File: src/rtl/uart_pkg.sv
// Shared definitions for the buffered UART transmitter: parity modes, serializer
// states and the frame-length helper.
package uart_pkg;

  localparam int PAR_NONE = 0;
  localparam int PAR_ODD  = 1;
  localparam int PAR_EVEN = 2;

  typedef enum logic [2:0] {IDLE, START, DATA, PAR, STOP} tx_state_t;

  // Clocks from one start edge to the next when frames run back to back.
  function automatic int frame_clocks(input int period, input int parity, input int stop_bits);
    return period * (10 + ((parity != PAR_NONE) ? 1 : 0) + (stop_bits - 1));
  endfunction

endpackage

File: src/rtl/sync_fifo.sv
// Single-clock FIFO with registered occupancy count; head word is visible
// combinationally on pop_data while the FIFO is non-empty.
module sync_fifo #(
  parameter int WIDTH = 8,
  parameter int DEPTH = 4
) (
  input  logic                   clk,
  input  logic                   rst,
  input  logic                   push,
  input  logic [WIDTH-1:0]       push_data,
  input  logic                   pop,
  output logic [WIDTH-1:0]       pop_data,
  output logic [$clog2(DEPTH):0] count,
  output logic                   full,
  output logic                   empty
);

  localparam int AW = $clog2(DEPTH);
  localparam int CW = AW + 1;

  logic [WIDTH-1:0] mem [DEPTH];
  logic [AW-1:0]    wr_ptr;
  logic [AW-1:0]    rd_ptr;

  assign pop_data = mem[rd_ptr];
  assign full     = (count == CW'(DEPTH));
  assign empty    = (count == '0);

  // Pointers wrap naturally because DEPTH is a power of two.
  always_ff @(posedge clk) begin
    if (rst) begin
      wr_ptr <= '0;
      rd_ptr <= '0;
      count  <= '0;
    end else begin
      if (push) wr_ptr <= wr_ptr + AW'(1);
      if (pop)  rd_ptr <= rd_ptr + AW'(1);
      if (push && !pop)      count <= count + CW'(1);
      else if (pop && !push) count <= count - CW'(1);
    end
  end

  always_ff @(posedge clk) begin
    if (push) mem[wr_ptr] <= push_data;
  end

endmodule

File: src/rtl/uart_tx_buffered.sv
// Buffered 8-bit UART transmitter: FIFO-fed serializer producing
// start, 8 data bits LSB first, optional parity and 1 or 2 stop bits.
module uart_tx_buffered
  import uart_pkg::*;
#(
  parameter int PERIOD    = 10,
  parameter int DEPTH     = 4,
  parameter int PARITY    = 0,
  parameter int STOP_BITS = 1
) (
  input  logic                   clk,
  input  logic                   rst,
  input  logic [7:0]             in_data,
  input  logic                   in_valid,
  output logic                   in_ready,
  output logic                   tx,
  output logic                   busy,
  output logic [$clog2(DEPTH):0] fifo_count
);

  localparam int               CNT_W     = $clog2(PERIOD) + 1;
  localparam logic [CNT_W-1:0] CNT_LAST  = CNT_W'(PERIOD - 1);
  localparam logic [3:0]       STOP_LAST = 4'(STOP_BITS - 1);

  tx_state_t        state, state_n;
  logic [CNT_W-1:0] cnt, cnt_n;
  logic [3:0]       bit_idx, bit_n;
  logic [7:0]       shift_r, shift_n;
  logic             par_r, par_n;
  logic             tx_n;
  logic             push, pop, bit_end;
  logic             fifo_full, fifo_empty;
  logic [7:0]       fifo_head;

  function automatic logic parity_of(input logic [7:0] d);
    return (PARITY == PAR_ODD) ? ~(^d) : (^d);
  endfunction

  assign in_ready = ~fifo_full;
  assign push     = in_valid & in_ready;
  assign busy     = (state != IDLE);
  assign bit_end  = (cnt == CNT_LAST);

  sync_fifo #(
    .WIDTH (8),
    .DEPTH (DEPTH)
  ) u_fifo (
    .clk       (clk),
    .rst       (rst),
    .push      (push),
    .push_data (in_data),
    .pop       (pop),
    .pop_data  (fifo_head),
    .count     (fifo_count),
    .full      (fifo_full),
    .empty     (fifo_empty)
  );

  // Control state; tx is registered so the line lags the state by one clock.
  always_ff @(posedge clk) begin
    if (rst) begin
      state   <= IDLE;
      cnt     <= '0;
      bit_idx <= '0;
      tx      <= 1'b1;
    end else begin
      state   <= state_n;
      cnt     <= cnt_n;
      bit_idx <= bit_n;
      tx      <= tx_n;
    end
  end

  always_ff @(posedge clk) begin
    shift_r <= shift_n;
    par_r   <= par_n;
  end

  always_comb begin
    state_n = state;
    cnt_n   = cnt;
    bit_n   = bit_idx;
    shift_n = shift_r;
    par_n   = par_r;
    pop     = 1'b0;
    tx_n    = 1'b1;
    case (state)
      IDLE: begin
        if (!fifo_empty) begin
          pop     = 1'b1;
          state_n = START;
          cnt_n   = '0;
          bit_n   = '0;
        end
      end
      START: begin
        tx_n = 1'b0;
        if (bit_end) begin
          cnt_n   = '0;
          bit_n   = '0;
          state_n = DATA;
        end else begin
          cnt_n = cnt + CNT_W'(1);
        end
      end
      DATA: begin
        tx_n = shift_r[0];
        if (bit_end) begin
          cnt_n   = '0;
          shift_n = shift_r >> 1;
          if (bit_idx == 4'd7) begin
            bit_n   = '0;
            state_n = (PARITY != PAR_NONE) ? PAR : STOP;
          end else begin
            bit_n = bit_idx + 4'd1;
          end
        end else begin
          cnt_n = cnt + CNT_W'(1);
        end
      end
      PAR: begin
        tx_n = par_r;
        if (bit_end) begin
          cnt_n   = '0;
          bit_n   = '0;
          state_n = STOP;
        end else begin
          cnt_n = cnt + CNT_W'(1);
        end
      end
      STOP: begin
        if (bit_end) begin
          cnt_n = '0;
          if (bit_idx == STOP_LAST) begin
            bit_n = '0;
            // Chain straight into the next start bit when more bytes wait.
            if (!fifo_empty) begin
              pop     = 1'b1;
              state_n = START;
            end else begin
              state_n = IDLE;
            end
          end else begin
            bit_n = bit_idx + 4'd1;
          end
        end else begin
          cnt_n = cnt + CNT_W'(1);
        end
      end
      default: state_n = IDLE;
    endcase
    if (pop) begin
      shift_n = fifo_head;
      par_n   = parity_of(fifo_head);
    end
  end

endmodule

File: config.mk
export PLATFORM = sky130hd
export DESIGN_NAME = uart_tx_buffered
export DESIGN_NICKNAME = d
export VERILOG_FILES = /design/src/rtl/uart_pkg.sv /design/src/rtl/sync_fifo.sv /design/src/rtl/uart_tx_buffered.sv
export SDC_FILE = /design/constraint.sdc
export NUM_CORES = 1
export LEC_CHECK = 0
export BUFFER_PORTS_ARGS = -buffer_cell sky130_fd_sc_hd__buf_4
export CAP_MARGIN = 5
export CORE_MARGIN = 2
export CORE_UTILIZATION = 56
export CTS_CLUSTER_SIZE = 28
export DETAILED_ROUTE_END_ITERATION = 6
export GPL_ROUTABILITY_DRIVEN = 0
export PLACE_DENSITY = 0.72
export SLEW_MARGIN = 20
export SYNTH_ARGS = -nofsm -noshare
export SYNTH_HDL_FRONTEND = slang
export SYNTH_SLANG_ARGS = --single-unit
File: constraint.sdc
create_clock -name clk -period 7.09 [get_ports clk]
set_input_delay 1.418 -clock clk [delete_from_list [all_inputs] [get_ports clk]]
set_output_delay 1.418 -clock clk [all_outputs]
set_load 0.005 [all_outputs]
After elaboration in Yosys (flattened, before gate mapping)

Memory sizes are Yosys's and may differ from the RTL's. A register that Yosys moved wholly into a read port is not among the register bits.
Index checks and enable logic that the tools add are counted.

$add $sub $neg: 6
Bitwise operators: 2
Multiplexer cells: 33
Reductions and logical operators: 20
Equal/unequal tests: 15

Operator list:

| cell                  | number |
|---|---|
| $mux W3               | 9 |
| $mux W4               | 6 |
| $mux W8               | 3 |
| $pmux W4 S4           | 1 |
| $pmux W3 S5           | 1 |
| $ne A2 B2 Y1 const B  | 7 |
| $mux W5               | 2 |
| $pmux W5 S2           | 1 |
| $reduce_bool A2 Y1    | 4 |
| $reduce_xor A8 Y1     | 1 |
| $reduce_and A7 Y1     | 1 |
| $eq A3 B2 Y1 const B  | 2 |
| $eq A3 B3 Y1 const B  | 2 |
| $logic_not A3 Y1      | 2 |
| $mux W1               | 6 |
| $add A5 B1 Y5 const B | 1 |
| $eq A5 B4 Y1 const B  | 1 |
| $reduce_and A5 Y1     | 1 |
| $add A2 B1 Y2 const B | 2 |
| $add A4 B1 Y4 const B | 1 |
| $eq A4 B3 Y1 const B  | 1 |
| $logic_not A4 Y1      | 1 |
| $mux W2               | 2 |
| $reduce_and A2 Y1     | 2 |
| other kinds (14)      | 16 |

Bits in registers: 29
Bits of input ports: 11
Logic and storage cells: 86
Memories: 1
Output and inout bits: 6
Memory bits (writable): 32

Memory list:

| memory     | words | width | rd ports | clocked after memory_dff | write ports | line            | text |
|---|---|---|---|---|---|---|---|
| u_fifo.mem | 4     | 8     | 1        | 1                        | 1           | sync_fifo.sv:21 | `logic [WIDTH-1:0] mem [DEPTH];` |

Longest topological paths before layout

Gate-level depths: netlist of run 1.

Depth in word-level cells: 8
Gate-level depth with buffers: 12
Mapped depth without buffers: 11

Modules after synthesis

Synthesis of run 1 repeated with hierarchy kept, for this count alone.

Cells, all modules: 211
Area, all modules: 2869.0 µm²

By module, submodules not included:

| module           | cells each | sequential area each (µm²) | times used | area each (µm²) |
|---|---|---|---|---|
| sync_fifo        | 86         | 1141.1                     | 1          | 1586.5 |
| uart_tx_buffered | 125        | 530.5                      | 1          | 1282.5 |

Worst setup path before layout of run 1

No wires, ideal clock.

Path type: input-to-reg
Start: input in_valid
End: register u_fifo.count[2]
Path slack: 4154 ps
Data required time: 7020 ps
Setup time: 70 ps
Cell stages on the path: 8
Arrival time: 2865 ps
Path through: and2_1 -> clkbuf_1 -> ha_1 -> inv_1 -> fa_1 -> xor2_1 -> or3_1 -> a21oi_1

Longest elaborated chain between the ends: 4
Elaborated cells on any way between the ends: 6

Ends and longest elaborated chain:

| item                         | line                   | text |
|---|---|---|
| from (decl)                  | uart_tx_buffered.sv:14 | `input logic in_valid,` |
| $and A1 B1 Y1 *              | uart_tx_buffered.sv:40 | `assign push = in_valid & in_ready;` |
| via push                     | uart_tx_buffered.sv:31 | `logic push, pop, bit_end;` |
| $logic_not A1 Y1             | sync_fifo.sv:39        | `else if (pop && !push) count <= count - CW'(1);` |
| $logic_and A1 B1 Y1          | sync_fifo.sv:39        |  |
| $reduce_bool A2 Y1 (no line) | n/a                    |  |
| to (signal assigned)         | sync_fifo.sv:38        | `if (push && !pop) count <= count + CW'(1);` |
| to (signal assigned)         | sync_fifo.sv:39        |  |
| to (decl)                    | sync_fifo.sv:13        | `output logic [$clog2(DEPTH):0] count,` |

Mark *: on every way through the listed nets, which the timed path passes. The rest lies on a longest branch.
A chain may end at the register's enable or synchronous reset.

Worst setup path in the final report of run 1

Start: register state[0]
End: output busy

Longest elaborated chain between the ends: 1

Ends and longest elaborated chain:

| item                   | line                   | text |
|---|---|---|
| from (decl)            | uart_tx_buffered.sv:25 | `tx_state_t state, state_n;` |
| from (signal assigned) | uart_tx_buffered.sv:67 | `state <= state_n;` |
| $reduce_bool A3 Y1     | uart_tx_buffered.sv:41 | `assign busy = (state != IDLE);` |
| to (decl)              | uart_tx_buffered.sv:17 | `output logic busy,` |

Every way passes these cells.

==> flow_metrics.tcl, run 1 <==
set metrics [dict create \
    run_status "completed" \
    async_reset_ff_share_pct 0 \
    cts_sinks 63 \
    crit_fanout 15 \
    synth_top_family_by_area "simple AND/OR/NAND/NOR gates" \
    drt_iter0_markers 199 \
    grt-ovfl-total 0 \
    die_w_um 74.5 \
    critPathKind "reg -> out" \
    start_kind "register" \
    synth_area_leaders "edfxtp_1, dfxtp_1, mux4_2, ha_1, mux2_2" \
    hp-class "reg -> reg" \
    clk_pin_slew_ns 0.07 \
    maxSlewViolCount 0 \
    busiest_layer "met2" \
    die_h_um 74.5 \
    r2r-end "u_fifo.count[2]" \
    wl_per_cell_um 17.0 \
    p_leak_uw 0.00113 \
    dp_hpwl_um 3430 \
    crit-reg2reg-launch "bit_idx[0]" \
    synth_edf_count 41 \
    die-area_sq_um 5550 \
    grt_max_degree 22 \
    totalPowerFinal_uw 1290 \
    post_cts_buffers 0 \
    port_buffers 16 \
    crit_family "simple AND/OR/NAND/NOR gates" \
    use_met2_pct 31.4 \
    root_buffer "clkbuf_8" \
    grt_setup_unrepaired "false" \
    synth.avg_cell_area_sq_um 13.6 \
    drt-vias-per-instance 5.77 \
    drtAntennaViolNets 0 \
    coreArea_sq_um 4750 \
    vias 1695 \
    grt_pass1_wl_um 8200 \
    swShare_pct 29.7 \
    tightest_slew_ns 0.555 \
    cpMaxStageDelayCell "or3_1" \
    rows 25 \
    ys_warn_count 0 \
    slowest_delay_ns 0.54 \
    synth_ff_type "edfxtp_1" \
    synthToLayoutAreaGrowth_pct 14.2 \
    cp_num_cells 2 \
    synth-seq-area-share_pct 60.0 \
    nets 243 \
    p_int_uw 907 \
    cp-end-kind "primary output" \
    antenna_found_initial 0 \
    drc 0 \
    max_freq_mhz 341 \
    p_comb_share_pct 28.6 \
    r2r_slack_ns 4.19 \
    synth_adder_area_share_pct 4.76 \
    vdd_ir_drop_max_mv 0.228 \
    power_density_nw_per_um2 406 \
    relSlewSlack_pct 62.9 \
    synth_nets 226 \
    holdWs_ns 0.519 \
    synth_compound_area_share_pct 7.64 \
    synth_seq_cells 63 \
    synthXorXnorAreaFrac_pct 3.77 \
    hold_depth 2 \
    yosysUniqueCellTypes 43 \
    grt_usage_pct 20.5 \
    cp-endpoint "busy" \
    use_met3_pct 4.20 \
    crit_buf_inv 1 \
    initial_core_util_pct 58.6 \
    ios 17 \
    setup_tns_ns 0 \
    drt-pass1-iter-count 4 \
    synthMuxAreaShare_pct 10.4 \
    clock_power_share_pct 29.3 \
    period_needed_ns 2.93 \
    synth_top_cell_area_share_pct 44.2 \
    synthCells 205 \
    htree_levels 3 \
    cp-startpoint "state[0]" \
    crit_arrival_ns 1.52 \
    cts_tree "done" \
    drv_cap 0 \
    hold_viol 0 \
    crit_chain "or3_1 -> buf_4" \
    drive_above_1_share_pct 22.9 \
    cts_resized 0 \
    clock_latency_ns 0.33 \
    cts_hold_buf 0 \
    syn_area_sq_um 2790 \
    routed_wirelength_um 4990 \
    min_period_over_period_pct 41.4 \
    diodes 0 \
    yosysTopAreaCell "edfxtp_1" \
    worst_clock_skew_ns 0.00838 \
    switching_power_uw 383 \
    grt_pass1_vias 1690 \
    clk_path_buf_depth 2 \
    worstRegToRegCells 11 \
    setup_violations 0 \
    crit_required_ns 5.67 \
    use_met1_pct 27.7 \
    numCtsBuffers 9 \
    yosys.area_share.simple_pct 10.4 \
    seqPwrFrac_pct 42.1 \
]
## registers in the layout, summed over array words and instances, names as in the netlist, named ones only
signal,flops
bit_idx,4
cnt,5
par_r,1
shift_r,8
state,3
tx,1
u_fifo.count,3
u_fifo.mem,32
u_fifo.rd_ptr,2
u_fifo.wr_ptr,2
## area by class of cell
type                       instances  area (sq um)
multi-input combinational        124          1030
clock inverter                     7           121
sequential                        63          1670
fill                             354          1580
timing repair buffer              16           120
tap                               67          83.8
inverter                           8          30.0
clock buffer                       9           124
## worst min path at each step
stage / from / endpoint / slack, ns
2_1_floorplan: cnt[4] / cnt[4] / 0.46
3_3_place_gp: cnt[4] / cnt[4] / 0.48
4_1_cts: cnt[4] / cnt[4] / 0.51
3_5_place_dp: cnt[4] / cnt[4] / 0.51
5_1_grt: cnt[4] / cnt[4] / 0.54
6_report: bit_idx[3] / bit_idx[3] / 0.52
## worst reg2reg max path, stage by stage, from the launching register on
cell	delay, ns
dfxtp_1	0.36
inv_1	0.08
ha_1	0.13
or3b_2	0.49
o21ai_0	0.28
nand2_1	0.36
ha_1	0.35
inv_1	0.08
fa_1	0.18
xor2_1	0.08
or3_1	0.31
a21oi_1	0.13
## Yosys cell counts, types with 3 or more instances
cell and count:
dfxtp_1 22, xnor2_1 7, nor2_1 14, mux4_2 8, or3_1 3, nand3_1 5
mux2_2 7, mux2i_1 3, a311oi_1 3, a21oi_1 8, nor3_1 3, nand2_1 9
o21ai_0 8, edfxtp_1 41, xor2_1 5, ha_1 9, inv_1 8, and3_1 6
clkbuf_1 5
## power groups by stage
stage	Sequential [uW]	Combinational, uW	Clock, uW
floorplan	519	313	0
global placement	545	353	0
detailed placement	552	369	0
CTS	544	372	382
global route	553	408	399
finish	543	369	378
## cells by family after synthesis
logic type               count (synthesis)
buffers and inverters                   18
adder cells (fa/ha/maj)                 10
AO/OA/AOI/OAI                           31
flip-flops                              63
XOR/XNOR                                12
AND/OR/NAND/NOR                         53
multiplexers                            18
## through the flow
stage	worst slack (ns)	instance area (sq um)	cells	util [%]
global placement	4.12	2930	278	61.7
CTS	4.16	3180	294	66.9
floorplan	4.15	2790	205	-
finish	4.16	3180	294	66.9
detailed placement	4.04	2930	278	61.7
global route	3.97	3180	294	66.9
## per-layer routing
metal | part of all wire (%) | vias to the layer above
li1 | - | 806
met1 | 45 | 825
met2 | 49 | 53
met3 | 4.4 | 11
met4 | 1.7 | 0
met5 | 0 | -
## layout by cell type (no fill, tap or decap), types with 2 or more instances in the layout
cell       instances
or3_1              3
clkinv_4           3
mux2i_1            3
nor2b_1            2
a22oi_1            2
xnor2_1            7
mux4_2             8
nor3_1             3
edfxtp_1          41
bufinv_16          3
and3_1             6
buf_4             16
a21oi_1            8
nand3_1            5
ha_1               9
a311oi_1           3
xor2_1             5
dfxtp_1           22
o22ai_1            2
inv_1              8
nand2_1            9
or4_1              2
nor2_1            14
mux2_2             7
clkbuf_8           9
o21ai_0            8
a41oi_1            2
No activity file was read; power rests on OpenSTA's default activity.
==> run 2, diff against run 1 <==
- ABC_AREA: not set -> 1
- clock period: 7.09 -> 3.07 ns (I/O delays scaled with it)
==> flow_metrics.tcl, run 2 <==
set metrics [dict create \
    cts_resized 0 \
    routed_wirelength_um 5310 \
    synth.avg_cell_area_sq_um 8.63 \
    critPathKind "reg -> reg" \
    min_period_over_period_pct 70.0 \
    antenna_found_initial 0 \
    clock_latency_ns 0.35 \
    vias 2221 \
    die_w_um 77.8 \
    ys_warn_count 0 \
    maxSlewViolCount 0 \
    htree_levels 3 \
    cts_sinks 63 \
    grt_usage_pct 19.8 \
    grt_setup_unrepaired "false" \
    setup_violations 0 \
    clk_pin_slew_ns 0.07 \
    cp-end-kind "register" \
    initial_core_util_pct 58.9 \
    tightest_slew_ns 0.821 \
    die_h_um 77.8 \
    root_buffer "clkbuf_8" \
    synth_area_leaders "edfxtp_1, nand2_1, dfxtp_1, inv_1, nand3_1" \
    nets 393 \
    fin_util_pct 65.5 \
    final_cell_area_sq_um 3390 \
    post_cts_buffers 0 \
    drt-vias-per-instance 4.97 \
    synth_ff_type "edfxtp_1" \
    wl_per_cell_um 11.9 \
    run_status "completed" \
    coreArea_sq_um 5170 \
    grt-ovfl-total 0 \
    worst_clock_skew_ns 0.0102 \
    syn_area_sq_um 3050 \
    yosysTopAreaCell "edfxtp_1" \
    crit_fanout 4 \
    synth_nets 374 \
    cts_hold_buf 0 \
    yosysMostFrequentCell "nand2_1" \
    start_kind "register" \
    drc 0 \
    port_buffers 16 \
    synth_compound_area_share_pct 6.44 \
    synth_top_cell_area_share_pct 40.4 \
    synth_seq_cells 63 \
    setup_tns_ns 0 \
    async_reset_ff_share_pct 0 \
    max_freq_mhz 465 \
    yosys.area_share.simple_pct 25.5 \
    crit_required_ns 3.35 \
    dp_hpwl_um 3690 \
    hold_viol 0 \
    layout.cells.most_common "nand2_1" \
    synthXorXnorAreaFrac_pct 1.15 \
    hp-class "in -> reg" \
    relSlewSlack_pct 45.1 \
    drv_cap 0 \
    grt_pass1_wl_um 9170 \
    r2r_slack_ns 0.92 \
    synthCells 353 \
    largest_reg_flops 32 \
    grt_pass1_vias 2055 \
    placed_area_sq_um 3200 \
    synth_top_family_by_area "simple AND/OR/NAND/NOR gates" \
    synth_adder_area_share_pct 4.35 \
    clk_path_buf_depth 2 \
    p_leak_uw 0.00148 \
    largest_registers "u_fifo.mem: 32 flops, shift_r: 8 flops, cnt: 5 flops" \
    crit_arrival_ns 2.43 \
    drt-pass1-iter-count 5 \
    numCtsBuffers 9 \
    drtAntennaViolNets 0 \
    drt_iter0_markers 148 \
    grt_max_degree 21 \
    power_density_nw_per_um2 1020 \
    synth-seq-area-share_pct 54.8 \
    top_register "u_fifo.mem" \
    yosysUniqueCellTypes 26 \
    drive_above_1_share_pct 14.1 \
    synthToLayoutAreaGrowth_pct 11.1 \
    layout_common_cells "nand2_1, edfxtp_1, inv_1" \
    cts_tree "done" \
    die-area_sq_um 6050 \
    vdd_ir_drop_max_mv 0.492 \
    synthMuxAreaShare_pct 0 \
    synth_commonest_cells "nand2_1, edfxtp_1, inv_1" \
    rows 26 \
    diodes 0 \
    synth_edf_count 41 \
    period_needed_ns 2.15 \
    ios 17 \
]
-- run 2: path summary, 6_finish.rpt --
| path | startpoint | depth (start not counted) | endpoint |
|---|---|---|---|
| max | bit_idx[0] | 13 | u_fifo.count[2] |
| min | in_data[2] | 1 | u_fifo.mem[3][2] |
| max reg2reg | bit_idx[0] | 13 | u_fifo.count[2] |
| min reg2reg | cnt[3] | 2 | cnt[3] |
-- run 2: cell type report --
class	instances	area [sq um]
well taps	70	87.6
clock inverters	6	61.3
repair buffers	17	128
multi-input cells	237	1140
inverters	44	170
flip-flops and latches	63	1670
clock buffers	10	128
fillers	426	1790
-- run 2: critical path: stages (launching register included) --
cell	delay, ns
dfxtp_1	0.36
inv_1	0.08
ha_1	0.19
nand3_1	0.12
o21ai_1	0.09
nand2_1	0.16
ha_1	0.17
inv_1	0.07
fa_1	0.39
nor2_1	0.13
nor2_1	0.05
nand2_1	0.07
o21ai_0	0.07
a21oi_1	0.13
-- run 2: through the flow --
| stage | setup WS [ns] | hold WS [ns] | instances | total power, uW |
|---|---|---|---|---|
| after floorplan | 1.02 | 0.441 | 353 | 2450 |
| after CTS | 0.911 | 0.453 | 447 | 3460 |
| after global routing | 0.629 | 0.453 | 447 | 3770 |
| final | 0.922 | 0.463 | 447 | 3440 |
| after global placement | 0.972 | 0.479 | 431 | 2720 |
| after detailed placement | 0.925 | 0.480 | 431 | 2760 |
-- run 2: layer usage --
metal / track usage, % / vias to the layer above / wire length [um]
met4: 9.11 / 0 / 113
met1: 25.0 / 1001 / 2470
li1: - / 1175 / -
met5: 0 / - / 0
met2: 31.0 / 34 / 2480
met3: 6.16 / 11 / 248
-- run 2: cells by family (layout without fill, tap and decap cells) --
group,Yosys count,count (layout)
AND/OR/NAND/NOR,186,186
flip-flops,63,63
buffers and inverters,53,77
AO/OA/AOI/OAI,37,37
adder cells (fa/ha/maj),10,10
XOR/XNOR,4,4
-- run 2: power breakdown --
part / internal, uW / switching, uW / leakage [uW]
logic: 487 / 965 / 0.000829
clock network: 371 / 326 / 0.0000876
registers: 1150 / 140 / 0.000561
==> run 3, diff against run 2 <==
- clock period: 3.07 -> 2.15 ns (I/O delays scaled with it)
==> flow_metrics.tcl, run 3 (synthesized netlist as in run 2, its figures left out) <==
set metrics [dict create \
    drv_cap 0 \
    start_kind "register" \
    crit_arrival_ns 2.21 \
    grt_setup_unrepaired "false" \
    power_density_nw_per_um2 1460 \
    hp-class "in -> reg" \
    die_w_um 77.8 \
    grt-ovfl-total 0 \
    cp-end-kind "register" \
    die_h_um 77.8 \
    worstRegToRegCells 10 \
    port_buffers 16 \
    min_period_over_period_pct 92.6 \
    placed_area_sq_um 3280 \
    die-area_sq_um 6050 \
    wl_per_cell_um 11.8 \
    drt_iter0_markers 116 \
    holdPathEnd "u_fifo.mem[2][3]" \
    holdWs_ns 0.295 \
    cts_sinks 63 \
    period_needed_ns 1.99 \
    drt-vias-per-instance 4.91 \
    grt_pass1_vias 2023 \
    p_int_uw 3070 \
    numCtsBuffers 9 \
    clk_path_buf_depth 2 \
    layout.cells.most_common "nand2_1" \
    crit_fanout 3 \
    cts_tree "done" \
    critPathKind "reg -> reg" \
    cpMaxStageDelayCell "fa_2" \
    switching_power_uw 2040 \
    crit_required_ns 2.37 \
    run_status "completed" \
    worst_clock_skew_ns 0.00702 \
    setup_slack_ns 0.159 \
    clock_latency_ns 0.33 \
    max_freq_mhz 502 \
    vias 2249 \
    drive_above_1_share_pct 17.5 \
    p_comb_share_pct 43.6 \
    top_register "u_fifo.mem" \
    cp-startpoint "bit_idx[0]" \
    largest_reg_flops 32 \
    grt_pass1_wl_um 9140 \
    routed_wirelength_um 5410 \
    root_buffer "clkbuf_8" \
    layout_common_cells "nand2_1, edfxtp_1, inv_1" \
    synthToLayoutAreaGrowth_pct 14.8 \
    dp_hpwl_um 3780 \
    totalPowerFinal_uw 5110 \
    min_from "in_data[3]" \
    drtAntennaViolNets 0 \
    rows 26 \
    cts_hold_buf 0 \
    diodes 0 \
    grt_max_degree 23 \
    r2r-end "u_fifo.count[1]" \
    tightest_slew_ns 0.457 \
    fillers 428 \
    grt_usage_pct 19.7 \
    initial_core_util_pct 58.9 \
    swShare_pct 39.9 \
    final_cell_area_sq_um 3500 \
    largest_registers "u_fifo.mem: 32 flops, shift_r: 8 flops, cnt: 5 flops" \
    ios 17 \
    hold_depth 1 \
    drc 0 \
    htree_levels 3 \
    slowest_delay_ns 0.44 \
    clk_pin_slew_ns 0.07 \
    drt-pass1-iter-count 4 \
    crit-reg2reg-launch "bit_idx[0]" \
    setup_tns_ns 0 \
    crit_buf_inv 2 \
    crit_chain "inv_1 -> ha_1 -> nand3_1 -> o21ai_1 -> nand2_1 -> ha_1 -> inv_1 -> fa_2 -> o21ai_0 -> a21oi_1" \
    r2r_slack_ns 0.16 \
    relSlewSlack_pct 69.5 \
    p_leak_uw 0.00155 \
    vdd_ir_drop_max_mv 0.792 \
    multi_input_area_sq_um 1150 \
    nets 404 \
    hold_viol 0 \
    maxSlewViolCount 0 \
    antenna_found_initial 0 \
    crit_family "adder cells" \
    seqPwrFrac_pct 35.0 \
    coreArea_sq_um 5170 \
    seq_area_sq_um 1670 \
    setup_violations 0 \
    dp_slack_ns 0.163 \
    clock_power_share_pct 21.4 \
]
-- run 3: metrics by stage --
step	utilization (%)	instances
2_1_floorplan	-	353
3_3_place_gp	63.4	442
3_5_place_dp	63.4	442
4_1_cts	67.5	458
5_1_grt	67.7	458
6_report	67.7	458
-- run 3: worst max path at each step --
stage / depth (start not counted) / endpoint / slack, ns
2_1_floorplan: 14 / u_fifo.count[2] / 0.1
3_3_place_gp: 13 / u_fifo.count[2] / 0.24
3_5_place_dp: 13 / u_fifo.count[2] / 0.16
4_1_cts: 13 / u_fifo.count[2] / 0.13
5_1_grt: 10 / u_fifo.count[1] / 0.005
6_report: 10 / u_fifo.count[1] / 0.16
-- run 3: power by group through the flow --
stage                     logic, uW  clock network [uW]  registers, uW
final                          2220                1090           1790
after global routing           2560                1160           1820
after CTS                      2220                1110           1790
after detailed placement       2200                   0           1810
after global placement         2150                   0           1800
after floorplan                1730                   0           1770
-- run 3: repair_timing --
item,in CTS,in global routing
buffers inserted,0,0
gates resized for setup,0,3
setup endpoints to repair,0,1
-- run 3: layout make-up --
class                   count  share of cell area (%)
flip-flops and latches     63                    47.8
clock inverters             6                    2.43
repair buffers             28                    6.01
inverters                  44                    4.86
clock buffers              10                    3.65
multi-input cells         237                    32.7
well taps                  70                    2.50
-- run 3: routing by layer --
metal  GRT usage (%)  wire [um]  up-vias
li1                -          -     1195
met1            25.7       2650     1003
met2            32.1       2490       43
met3            4.53        191        8
met4            7.50         87        0
met5               0          0        -
